**config.mk**
```make
export PLATFORM = sky130hd
export DESIGN_NAME = datapath_sequencer
export DESIGN_NICKNAME = d
export VERILOG_FILES = /design/src/rtl/datapath_sequencer.sv
export SDC_FILE = /design/constraint.sdc
export NUM_CORES = 1
export LEC_CHECK = 0
export ABC_AREA = 1
export BUFFER_PORTS_ARGS = -buffer_cell sky130_fd_sc_hd__buf_2
export CAP_MARGIN = 20
export CORE_MARGIN = 5
export CORE_UTILIZATION = 50
export CTS_BUF_LIST = sky130_fd_sc_hd__clkbuf_16
export DETAILED_ROUTE_END_ITERATION = 10
export PLACE_DENSITY = 0.78
export SETUP_SLACK_MARGIN = 0.02
export SYNTH_ARGS = -nofsm -noshare
export SYNTH_HDL_FRONTEND = slang
export SYNTH_SLANG_ARGS = --single-unit
```
**constraint.sdc**
```tcl
create_clock -name clock -period 4.14 [get_ports clock]
set_input_delay 1.035 -clock clock [delete_from_list [all_inputs] [get_ports clock]]
set_output_delay 1.035 -clock clock [all_outputs]
set_load 0.02 [all_outputs]
```
**src/rtl/datapath_sequencer.sv**
```systemverilog
// datapath_sequencer: Moore control FSM that walks the lab-4 datapath through clear, load, compute and write.
// Optional feature macro DATAPATH_SEQUENCER_STEP_MODE_EN adds a step input that gates advancement and register loads.
module datapath_sequencer #(
  parameter int unsigned CLR_CYCLES  = 2,
  parameter int unsigned HOLD_CYCLES = 1
) (
  input  logic       clock,
  input  logic       clear,
  input  logic       start,
`ifdef DATAPATH_SEQUENCER_STEP_MODE_EN
  input  logic       step,
`endif
  output logic       dp_clear,
  output logic [2:0] w,
  output logic [3:0] ce,
  output logic [1:0] sel,
  output logic [2:0] s,
  output logic       busy,
  output logic       done,
  output logic [2:0] state
);

  typedef enum logic [2:0] {
    IDLE = 3'd0,
    CLR  = 3'd1,
    LD1  = 3'd2,
    LD4A = 3'd3,
    LD2  = 3'd4,
    LD4B = 3'd5,
    WR3  = 3'd6,
    HOLD = 3'd7
  } state_t;

  localparam logic [7:0] CLR_LOAD  = 8'(CLR_CYCLES - 1);
  localparam logic [7:0] HOLD_LOAD = 8'(HOLD_CYCLES - 1);

  state_t     state_r, state_next_s;
  logic [7:0] cnt_r, cnt_next_s;
  logic       cnt_zero_s;
  logic       adv_s;
  logic       dp_clear_s, done_s;
  logic [2:0] w_s, s_s;
  logic [3:0] ce_s;
  logic [1:0] sel_s;

`ifdef DATAPATH_SEQUENCER_STEP_MODE_EN
  assign adv_s = step;
`else
  assign adv_s = 1'b1;
`endif

  assign cnt_zero_s = (cnt_r == 8'd0);

  // State and counter registers; clear aborts a run without waiting for an edge
  always_ff @(posedge clock or posedge clear) begin
    if (clear) begin
      state_r <= IDLE;
      cnt_r   <= 8'd0;
    end else begin
      state_r <= state_next_s;
      cnt_r   <= cnt_next_s;
    end
  end

  // Next-state and counter update; non-IDLE states only move on an advance cycle
  always_comb begin
    state_next_s = state_r;
    cnt_next_s   = cnt_r;
    case (state_r)
      IDLE: begin
        if (start) begin
          state_next_s = CLR;
          cnt_next_s   = CLR_LOAD;
        end else begin
          state_next_s = IDLE;
        end
      end
      CLR: begin
        if (adv_s && cnt_zero_s) begin
          state_next_s = LD1;
        end else if (adv_s) begin
          cnt_next_s = cnt_r - 8'd1;
        end else begin
          state_next_s = CLR;
        end
      end
      LD1:  state_next_s = adv_s ? LD4A : LD1;
      LD4A: state_next_s = adv_s ? LD2  : LD4A;
      LD2:  state_next_s = adv_s ? LD4B : LD2;
      LD4B: state_next_s = adv_s ? WR3  : LD4B;
      WR3: begin
        if (adv_s) begin
          state_next_s = HOLD;
          cnt_next_s   = HOLD_LOAD;
        end else begin
          state_next_s = WR3;
        end
      end
      HOLD: begin
        if (adv_s && cnt_zero_s) begin
          state_next_s = IDLE;
        end else if (adv_s) begin
          cnt_next_s = cnt_r - 8'd1;
        end else begin
          state_next_s = HOLD;
        end
      end
      default: begin
        state_next_s = IDLE;
        cnt_next_s   = 8'd0;
      end
    endcase
  end

  // Moore decode of the registered state, before step qualification
  always_comb begin
    dp_clear_s = 1'b0;
    w_s        = 3'b000;
    ce_s       = 4'b0000;
    sel_s      = 2'b00;
    s_s        = 3'b000;
    done_s     = 1'b0;
    case (state_r)
      IDLE: dp_clear_s = 1'b0;
      CLR:  dp_clear_s = 1'b1;
      LD1: begin
        ce_s = 4'b0001;
        s_s  = 3'd2;
      end
      LD4A: begin
        ce_s = 4'b1000;
        s_s  = 3'd2;
      end
      LD2: begin
        ce_s  = 4'b0010;
        sel_s = 2'd1;
        s_s   = 3'd1;
      end
      LD4B: begin
        ce_s  = 4'b1000;
        sel_s = 2'd1;
        s_s   = 3'd1;
      end
      WR3: begin
        ce_s  = 4'b0100;
        w_s   = 3'b100;
        sel_s = 2'd1;
        s_s   = 3'd1;
      end
      HOLD: begin
        w_s    = 3'b100;
        sel_s  = 2'd1;
        s_s    = 3'd1;
        done_s = cnt_zero_s;
      end
      default: dp_clear_s = 1'b0;
    endcase
  end

  // Register loads and the done pulse happen once per advance; w, sel and s follow the raw state
  assign dp_clear = dp_clear_s & adv_s;
  assign ce       = ce_s & {4{adv_s}};
  assign done     = done_s & adv_s;
  assign w        = w_s;
  assign sel      = sel_s;
  assign s        = s_s;
  assign busy     = (state_r != IDLE);
  assign state    = state_r;

endmodule

```
**Yosys cells after proc, flatten, opt, wreduce, memory -nomap -nowiden**

Cells that the tools add are included.

- Flip-flop bits (word level): 11
- Latch bits: 0
- Bits in writable memories: 0
- Bits in read-only memories: 0
- Output and inout port bits: 18
- Logic and storage cells: 38
- Memories kept: 0

- Add/sub/neg operators: 1
- Multiply operators: 0
- Divide/modulo/power cells: 0
- Order comparisons: 0
- Eq/ne operators: 11
- Shifts and indexed selects: 0
- Mux-type cells: 13
- Bitwise gates (word level): 0
- Reduce and logical (&&, ||, !) cells: 11

Operators with widths:

| cell | number |
|---|---|
| $pmux W3 S8 | 1 |
| $pmux W8 S3 | 1 |
| $mux W8 | 2 |
| $pmux W4 S4 | 1 |
| $eq A3 B3 Y1 const B | 4 |
| $mux W3 | 3 |
| $logic_not A8 Y1 | 1 |
| $ne A2 B2 Y1 const B | 4 |
| $reduce_or A2 Y1 | 4 |
| $sub A8 B1 Y8 const B | 1 |
| $eq A3 B2 Y1 const B | 2 |
| $reduce_bool A3 Y1 | 2 |
| $mux W1 | 4 |
| $pmux W2 S2 | 1 |
| $reduce_or A4 Y1 | 1 |
| $eq A3 B1 Y1 const B | 1 |
| $logic_not A3 Y1 | 1 |
| $reduce_and A3 Y1 | 1 |
| $reduce_and A2 Y1 | 1 |

**Logic depth before layout (Yosys ltp)**

Gate-level depths: netlist of the first run.

- Depth in word-level cells: 4
- Depth in mapped cells: 10
- Mapped depth without buffers: 9

**Least setup slack after synthesis of the first run**

OpenSTA, ideal clock, no wires.

- Kind: register -> output
- Start point: reg state_r[0] (netlist: state[0])
- End point: out s[0]
- Data arrival time: 1.413 ns
- Required time: 3.105 ns
- Path slack: 1.692 ns
- Cell stages (with the launch flop): 7
- Buffers on the path: 0
- Cells stage by stage: dfrtp_1 > inv_1 > ha_1 > nand2_1 > inv_1 > nor2_1 > nand2_1

- Word-level cells in the longest chain between the ends: 3
- Elaborated cells on any way between the ends: 9

RTL lines:

| what | line | source |
|---|---|---|
| from (decl) | 37 | `state_t state_r, state_next_s;` |
| from (signal assigned) | 60 | `state_r <= state_next_s;` |
| $eq A3 B3 Y1 / $eq A3 B2 Y1 (equally long branches) | 123 | `case (state_r)` |
| $reduce_or A4 Y1 (no source line) / $reduce_or A2 Y1 (equally long branches) | -- |  |
| $pmux W2 S2 * | 123 |  |
| to (decl) | 17 | `output logic [2:0] s,` |

Mark *: on every way between the ends. The rest lies on a longest branch, timed or not.

**Worst setup path after layout of the first run**

- Start point: reg cnt_r[0]
- End point: out done

- Word-level cells in the longest chain between the ends: 2

RTL lines:

| what | line | source |
|---|---|---|
| from (decl) | 38 | `logic [7:0] cnt_r, cnt_next_s;` |
| from (signal assigned) | 61 | `cnt_r <= cnt_next_s;` |
| $logic_not A8 Y1 | 52 | `assign cnt_zero_s = (cnt_r == 8'd0);` |
| $mux W1 | 123 |  |
| to (decl) | 19 | `output logic done,` |

No other way between the ends.

==> impl_metrics.toml, run 1 <==
[finish]
drive_gt1_share_pct = 23.1
fillCellCount = 176
layout.nets = 166
synthToLayoutAreaGrowth_pct = 14.5
diodes = 0

[clocking]
cts_buffers = 3
cts_tree = "yes"
cts_root_buf = "clkbuf_16"
clock_latency_ps = 230
clockBufferDepth = 2
cts_resized = 0
cts.sinks = 11
cts_setup_buffers = 0
hold_buffers = 0
h-tree-depth = 1
clk_pin_slew_ps = 40

[sta]
finClkSkew_ps = 2.13
hold_ws_ps = 511
finalSetupViolations = 0
min_period_ps = 2760
setup_tns_ps = 0
post-route-period-util_pct = 66.7
slew_violations = 0
max_freq_ghz = 0.362
final-hold-violation-count = 0
rsz0062_at_grt = "false"

[drt]
drc_errors = 0
wl_um = 2060
drt_pass1_iterations = 4
postRouteAntennaNets = 0
avgRoutedWirePerCell_um = 11.2
dr_total_vias = 885
drt_iter0_drc = 22
routed_via_density = 4.84

[grt]
antenna_found_initial = 0
first_global_vias = 854
grt_max_degree = 16
grtUsageTotal_pct = 16.4
grt_overflow = 0
grt_first_pass_wirelength_um = 3570

[worst_setup_path]
cp.required_ps = 3110
setup.worst_path.class = "reg2out"
r2r_slack_ps = 2560
path_max_fanout = 4
crit_start = "cnt_r[0]$_DFFE_PP0P_"
cp.arrival_ps = 1730
r2r-start = "cnt_r[0]$_DFFE_PP0P_"
cp-start-kind = "flop"
endpoint_kind = "output pin"

[synthesis]
synth-seq-cells = 11
synth_seq_area_share_pct = 28.0
ys_top_cells_by_area = "dfrtp_1 28%, nand2_1 16%, ha_1 7.6%, inv_1 7.6%, nand3_1 6.6%"
synth.most_common_cell = "nand2_1"
synth_cells = 139
avgSynthCellArea_um2 = 7.08
netlist_area_um2 = 985
synth_top_area_share_pct = 28.0
ys.warnings.count = 0
synth_edf_count = 0
yosysUniqueCellTypes = 24
synthFlopType = "dfrtp_1"
synth_common_cells = "41 x nand2_1, 20 x inv_1, 14 x nor2_1, 13 x nand3_1, 11 x dfrtp_1"
synthArstFlopShare_pct = 100
post-synth-top-area-cell = "dfrtp_1"

[floorplan]
rows = 16
die_x_um = 54.4
core_area_um2 = 1920
die_area_um2 = 2960
ios = 21
die_y_um = 54.4
start_util_pct = 51.2

[placed_design]
place_hpwl_um = 1620
place_congestion = 0.813
port_buffers = 16

[run_status]
status = "complete, no violations"

[hold_path]
min_from = "cnt_r[1]$_DFFE_PP0P_"
hold_path_class = "reg2reg"

[job]
cap_violations = 0
## sequential cells by signal, indices dropped and copies added (netlist names)
signal  count
cnt_r       8
state       3
## per-layer routing
layer  wire length (um)  GRT usage, %  vias to the layer above  part of all wire, %
met5                  0             0                        -                    0
met4                 16          5.39                        0                 0.78
met3                 85          3.00                        4                  4.1
met2               1070          27.3                       21                   52
met1                887          21.3                      408                   43
li1                   -             -                      452                    -
## path summary, 6_finish.rpt
| path | end | depth (start not counted) |
|---|---|---|
| setup / recovery | done | 7 |
| hold / removal | cnt_r[1]$_DFFE_PP0P_ | 2 |
| setup reg to reg | state[1]$_DFFE_PP0P_ | 7 |
| hold reg to reg | cnt_r[1]$_DFFE_PP0P_ | 2 |
| max in group asynchronous | cnt_r[3]$_DFFE_PP0P_ | 2 |
| min in group asynchronous | state[1]$_DFFE_PP0P_ | 2 |
## critical path: stages (launching register included)
cell	delay [ps]
dfrtp_1	400
inv_1	140
ha_1	180
nand2_1	50
nor2_1	250
nand2_1	180
nor2_1	110
buf_2	170
## cell type report
cell class	instances	area (um^2)	share of cell area [%]
Tap cell	27	33.8	3.00
Multi-Input combinational cell	102	568	50.4
Sequential cell	11	275	24.4
Inverter	23	91.3	8.10
Clock buffer	3	75.1	6.66
Clock inverter	1	3.75	0.333
Timing Repair Buffer	16	80.1	7.10
## cells in the final DEF (no fill, tap or decap)
master / count
ha_1: 6
nand2_2: 3
o21ai_0: 5
or2_1: 1
o21ai_2: 4
nand2_1: 41
xor2_1: 1
o21ai_1: 2
clkbuf_16: 3
nand3_2: 1
nand2_8: 2
nor2_1: 14
conb_1: 4
nor2_2: 1
nand2_4: 2
buf_2: 16
nand3_1: 13
inv_1: 21
inv_6: 1
nand4_1: 1
inv_2: 2
dfrtp_1: 11
nand3_4: 1
## kinds of logic after synthesis
| kind of cell | after synthesis | synth area share (%) |
|---|---|---|
| other | 1 | 0.381 |
| buffers and inverters | 29 | 15.5 |
| AO/OA/AOI/OAI | 11 | 7.11 |
| adder cells (fa/ha/maj) | 6 | 7.62 |
| AND/OR/NAND/NOR | 80 | 40.5 |
| XOR/XNOR | 1 | 0.890 |
| flip-flops | 11 | 28.0 |
## metrics by stage
stage | area [um^2] | worst slack (ps) | utilization [%] | cells
6_report | 1130 | 1380 | 58.7 | 183
5_1_grt | 1130 | 1260 | 58.7 | 183
4_1_cts | 1130 | 1400 | 58.7 | 183
3_5_place_dp | 1050 | 1720 | 54.6 | 179
3_3_place_gp | 1050 | 1740 | 54.6 | 179
2_1_floorplan | 996 | 1690 | - | 142
Power of run 1 is not shown: default switching activity piles up to over one toggle a cycle in this logic, so the estimate is an artifact.
==> run 2: changes to the inputs <==
clock period = 2.6 ns   (was 4.14 ns; I/O delays follow)
==> run 2 against run 1 <==
Net effect:
- utilization stayed put
- hold slack worse by 110 ps
- die area is the same
- setup slack lost 1100 ps
- non-clock buffer count unchanged
==> impl_metrics.toml, run 2 (synthesis gave the netlist of run 1 again) <==
[floorplan]
die_area_um2 = 2960
start_util_pct = 51.2
die_x_um = 54.4
ios = 21
rows = 16
die_y_um = 54.4
core_area_um2 = 1920

[clocking]
hold_buffers = 0
clockBufferDepth = 2
cts_root_buf = "clkbuf_16"
cts_resized = 0
clock_latency_ps = 240
cts_setup_buffers = 0
cts_buffers = 3
cts.sinks = 11
h-tree-depth = 1
clk_pin_slew_ps = 40
cts_tree = "yes"

[sta]
slew_violations = 0
setup_tns_ps = 0
finalSetupViolations = 0
final-hold-violation-count = 0
min_period_ps = 2370
finClkSkew_ps = 1.53
max_freq_ghz = 0.422
rsz0062_at_grt = "false"
post-route-period-util_pct = 91.2

[worst_setup_path]
cp.arrival_ps = 1720
cp-start-kind = "flop"
path_max_fanout = 4
setup.worst_path.class = "reg2out"
cp.required_ps = 1950
endpoint_kind = "output pin"

[grt]
grtUsageTotal_pct = 16.8
grt_max_degree = 16
antenna_found_initial = 0
grt_overflow = 0
first_global_vias = 804
grt_first_pass_wirelength_um = 3520

[finish]
layout_common_cells = "41 x nand2_1, 21 x inv_1, 16 x buf_2"
final_cells = 183
drive_gt1_share_pct = 23.1
diodes = 0
synthToLayoutAreaGrowth_pct = 14.5
final_common_cell = "nand2_1"
finish.utilization_pct = 58.7
layout.nets = 166
largest_reg_flops = 8
fin_area_um2 = 1130
top_register = "cnt_r"

[placed_design]
port_buffers = 16
dp.cells = 179
place_hpwl_um = 1600
dpl_cell_area_um2 = 1050
place_congestion = 0.814

[drt]
drt_pass1_iterations = 4
dr_total_vias = 880
drc_errors = 0
avgRoutedWirePerCell_um = 11.7
postRouteAntennaNets = 0
drt_iter0_drc = 39
routed_via_density = 4.81
wl_um = 2140

[hold_path]
hold_path_class = "in2async"

[job]
cap_violations = 0

[run_status]
status = "complete, no violations"
==> run 2: final timing paths <==
path	cells after the start	slack [ps]	end	startpoint
max reg2reg	7	1030	state[1]$_DFFE_PP0P_	cnt_r[0]$_DFFE_PP0P_
max in group asynchronous	2	1900	cnt_r[4]$_DFFE_PP0P_	clear
max	7	230	done	cnt_r[0]$_DFFE_PP0P_
min reg2reg	2	540	cnt_r[0]$_DFFE_PP0P_	cnt_r[0]$_DFFE_PP0P_
min in group clock	2	540	cnt_r[0]$_DFFE_PP0P_	cnt_r[0]$_DFFE_PP0P_
min	2	400	state[0]$_DFFE_PP0P_	clear
==> run 2: layout make-up <==
cell class / count / area [um^2]
multi-input cells: 102 / 568
well taps: 27 / 33.8
fillers: 179 / 795
flip-flops and latches: 11 / 275
repair buffers: 16 / 80.1
inverters: 23 / 91.3
clock buffers: 3 / 75.1
clock inverters: 1 / 3.75
==> run 2: critical path, stage by stage, from the launching register on <==
cell	delay [ps]
dfrtp_1	400
inv_1	140
ha_1	180
nand2_1	60
nor2_1	210
nand2_1	200
nor2_1	120
buf_2	170
==> run 2: metal layers <==
layer / wire length [um] / vias to the layer above / global-route usage [%]
met1: 934 / 403 / 20.4
met2: 1070 / 17 / 27.3
met5: 0 / - / 0
met4: 50 / 0 / 8.71
li1: - / 452 / -
met3: 84 / 8 / 4.09
==> run 2: through the flow <==
| stage | setup WS, ps | hold WS, ps |
|---|---|---|
| 2_1_floorplan | 537 | 478 |
| 3_3_place_gp | 585 | 496 |
| 3_5_place_dp | 554 | 516 |
| 4_1_cts | 240 | 413 |
| 5_1_grt | 111 | 428 |
| 6_report | 228 | 400 |
Power of run 2 is left out for the same reason.
==> run 3: changes to the inputs <==
ABC_AREA = not set   (was 1)
PLACE_DENSITY = 0.79   (was 0.78)
==> run 3 against run 2 <==
Net effect:
- non-clock buffer count increased by 1
- via count is 13% lower
- global-route usage fell by 1.3 points
- clock-buffer cell count unchanged
- clock skew increased by 0.57 ps
- routed wire length is 14% lower
- first-iteration DRC count fell by 62%
- sequential share of layout area rose by 2.4 points
- critical path depth decreased by 2
- utilization is 2.1 points higher
- cell count down 28%
==> impl_metrics.toml, run 3 <==
[run_status]
status = "complete, no violations"

[power]
power_frac_comb_pct = 62.5
vdd_drop_max_mv = 0.685
sw_frac_of_total_pct = 46.8
power-per-cell-area_nw_per_um2 = 1560
clkPwrFrac_pct = 17.1
p_sw_uw = 749
power_frac_seq_pct = 20.4
leakagePower_uw = 0.000508
p_int_uw = 851

[sta]
finClkSkew_ps = 2.11
slew_violations = 0
finalSetupViolations = 0
rsz0062_at_grt = "false"
post-route-period-util_pct = 91.0
worstMarginPinSlew_ps = 500
setup_tns_ps = 0
final-hold-violation-count = 0
slew_headroom_pct = 66.6
setup_slack_ps = 233
min_period_ps = 2370
max_freq_ghz = 0.423

[grt]
grt_max_degree = 17
antenna_found_initial = 0
first_global_vias = 715
grtUsageTotal_pct = 15.5
grt_first_pass_wirelength_um = 3110
grt_overflow = 0

[clocking]
cts_setup_buffers = 0
cts_buffers = 3
cts_tree = "yes"
hold_buffers = 0
h-tree-depth = 1
clk_pin_slew_ps = 40
clock_latency_ps = 240
cts_root_buf = "clkbuf_16"
cts_resized = 0
clockBufferDepth = 2
cts.sinks = 11

[worst_setup_path]
setup.worst_path.class = "reg2out"
path_cells = "inv_1 -> ha_1 -> nor3b_1 -> and3_1 -> buf_2"
crit_family = "simple AND/OR/NAND/NOR gates"
r2r_slack_ps = 390
worst-path-stages = 5
critPathMaxStageDelay_ps = 440
cp-start-kind = "flop"
path_max_fanout = 6
cp.arrival_ps = 1720
r2r-start = "cnt_r[0]$_DFFE_PP0P_"
r2r_cells = 6
cp.required_ps = 1950
cp_slowest_cell = "nor3b_1"
r2r-end = "cnt_r[0]$_DFFE_PP0P_"
worstSetupEndpoint = "done"
endpoint_kind = "output pin"
crit_start = "cnt_r[0]$_DFFE_PP0P_"
crit_buf_inv = 2

[placed_design]
place_congestion = 0.784
dp_slack_ps = 176
dpl_cell_area_um2 = 942
port_buffers = 16
place_hpwl_um = 1370
dp.cells = 127

[finish]
final_common_cell = "buf_2"
finish.utilization_pct = 60.7
final_cells = 131
largest_reg_flops = 8
drive_gt1_share_pct = 24.6
layout.nets = 124
diodes = 0
top_register = "cnt_r"
layout_common_cells = "16 x buf_2, 11 x dfrtp_1, 9 x inv_1"
fin_area_um2 = 1030
fillCellCount = 146
synthToLayoutAreaGrowth_pct = 18.7

[synthesis]
synth_mux_area_share_pct = 7.38
synth.most_common_cell = "dfrtp_1"
yosysUniqueCellTypes = 36
synth_top_family_by_area = "simple AND/OR/NAND/NOR gates"
post-synth-top-area-cell = "dfrtp_1"
synth_common_cells = "11 x dfrtp_1, 8 x inv_1, 6 x ha_1, 5 x nand2_1, 5 x or4_1"
netlist_area_um2 = 865
ys.warnings.count = 0
synthFlopType = "dfrtp_1"
synth-seq-cells = 11
synth_top_area_share_pct = 31.8
synth_edf_count = 0
synth_fa_ha_area_share_pct = 8.68
synth-xor-area-share_pct = 0
synthArstFlopShare_pct = 100
synth-simple-area-share_pct = 25.3
synth_seq_area_share_pct = 31.8
synth_compound_area_share_pct = 17.9
ys_top_cells_by_area = "dfrtp_1 32%, ha_1 8.7%, or4_1 4.3%, mux2_2 3.9%, mux2i_1 3.5%"
avgSynthCellArea_um2 = 8.91
synth_cells = 97

[drt]
dr_total_vias = 769
avgRoutedWirePerCell_um = 14.0
wl_um = 1840
drt_pass1_iterations = 4
postRouteAntennaNets = 0
drt_iter0_drc = 15
drc_errors = 0
routed_via_density = 5.87

[floorplan]
die_area_um2 = 2660
start_util_pct = 51.2
rows = 15
die_x_um = 51.6
core_area_um2 = 1690
die_y_um = 51.6
ios = 21

[job]
cap_violations = 0

[hold_path]
hold_path_class = "in2async"
==> run 3: changes by cell type in the layout (fill, tap and decap cells not counted), sizes merged, moves of 6 or more <==
cell / before / now
nand2: 48 / 5
nor2: 15 / 4
o21ai: 11 / 3
nand3: 15 / 1
or4: 0 / 6
inv: 24 / 9
==> run 3: worst register-to-register path, cell delays in order (launching register included) <==
cell	delay (ps)
dfrtp_1	410
inv_1	100
ha_1	150
or3b_2	470
nor3_2	400
or2_2	230
mux2_2	340
==> run 3: how the worst min path moves through the flow <==
stage / cells after the start / slack, ps / from / to
4_1_cts: 2 / 430 / clear / cnt_r[2]$_DFFE_PP0P_
3_3_place_gp: 2 / 550 / cnt_r[5]$_DFFE_PP0P_ / cnt_r[5]$_DFFE_PP0P_
2_1_floorplan: 1 / 500 / clear / cnt_r[0]$_DFFE_PP0P_
3_5_place_dp: 2 / 560 / cnt_r[5]$_DFFE_PP0P_ / cnt_r[5]$_DFFE_PP0P_
5_1_grt: 2 / 460 / clear / cnt_r[5]$_DFFE_PP0P_
6_report: 2 / 400 / clear / cnt_r[2]$_DFFE_PP0P_
==> run 3: metal layers <==
metal  track usage [%]  vias to the layer above  wire, um
met5                 0                        -         0
met4              8.73                        0        44
met3              2.87                        5       126
met2              25.8                       26       825
met1              18.7                      354       840
li1                  -                      384         -
==> run 3: cell families (layout without fill, tap and decap cells) <==
kind of cell,after synthesis,in the layout
flops,11,11
other cells,1,4
simple gates,36,36
buf+inv,15,29
compound gates,22,22
fa+ha+maj,6,6
mux,6,6
==> run 3: per-stage QoR <==
step,hold WS (ps),total power (uW)
3_3_place_gp,545,1300
4_1_cts,429,1600
5_1_grt,462,1730
3_5_place_dp,560,1320
2_1_floorplan,502,1060
6_report,401,1600
==> run 3: cell type report <==
cell class              instances  area (um^2)  share of cell area [%]
clock buffers                   3         75.1                    7.32
clock inverters                 1         3.75                   0.366
inverters                       8         30.0                    2.93
multi-input cells              74          533                    52.0
flip-flops and latches         11          275                    26.8
well taps                      17         21.3                    2.07
repair buffers                 17         87.6                    8.54
==> run 3: power by group through the flow <==
stage / Clock [uW] / Combinational, uW / Sequential (uW)
after floorplan: 0 / 737 / 327
after global placement: 0 / 976 / 320
after detailed placement: 0 / 994 / 325
after CTS: 277 / 1000 / 323
after global routing: 289 / 1100 / 342
final: 273 / 1000 / 326
(Power assumes the default switching activity.)
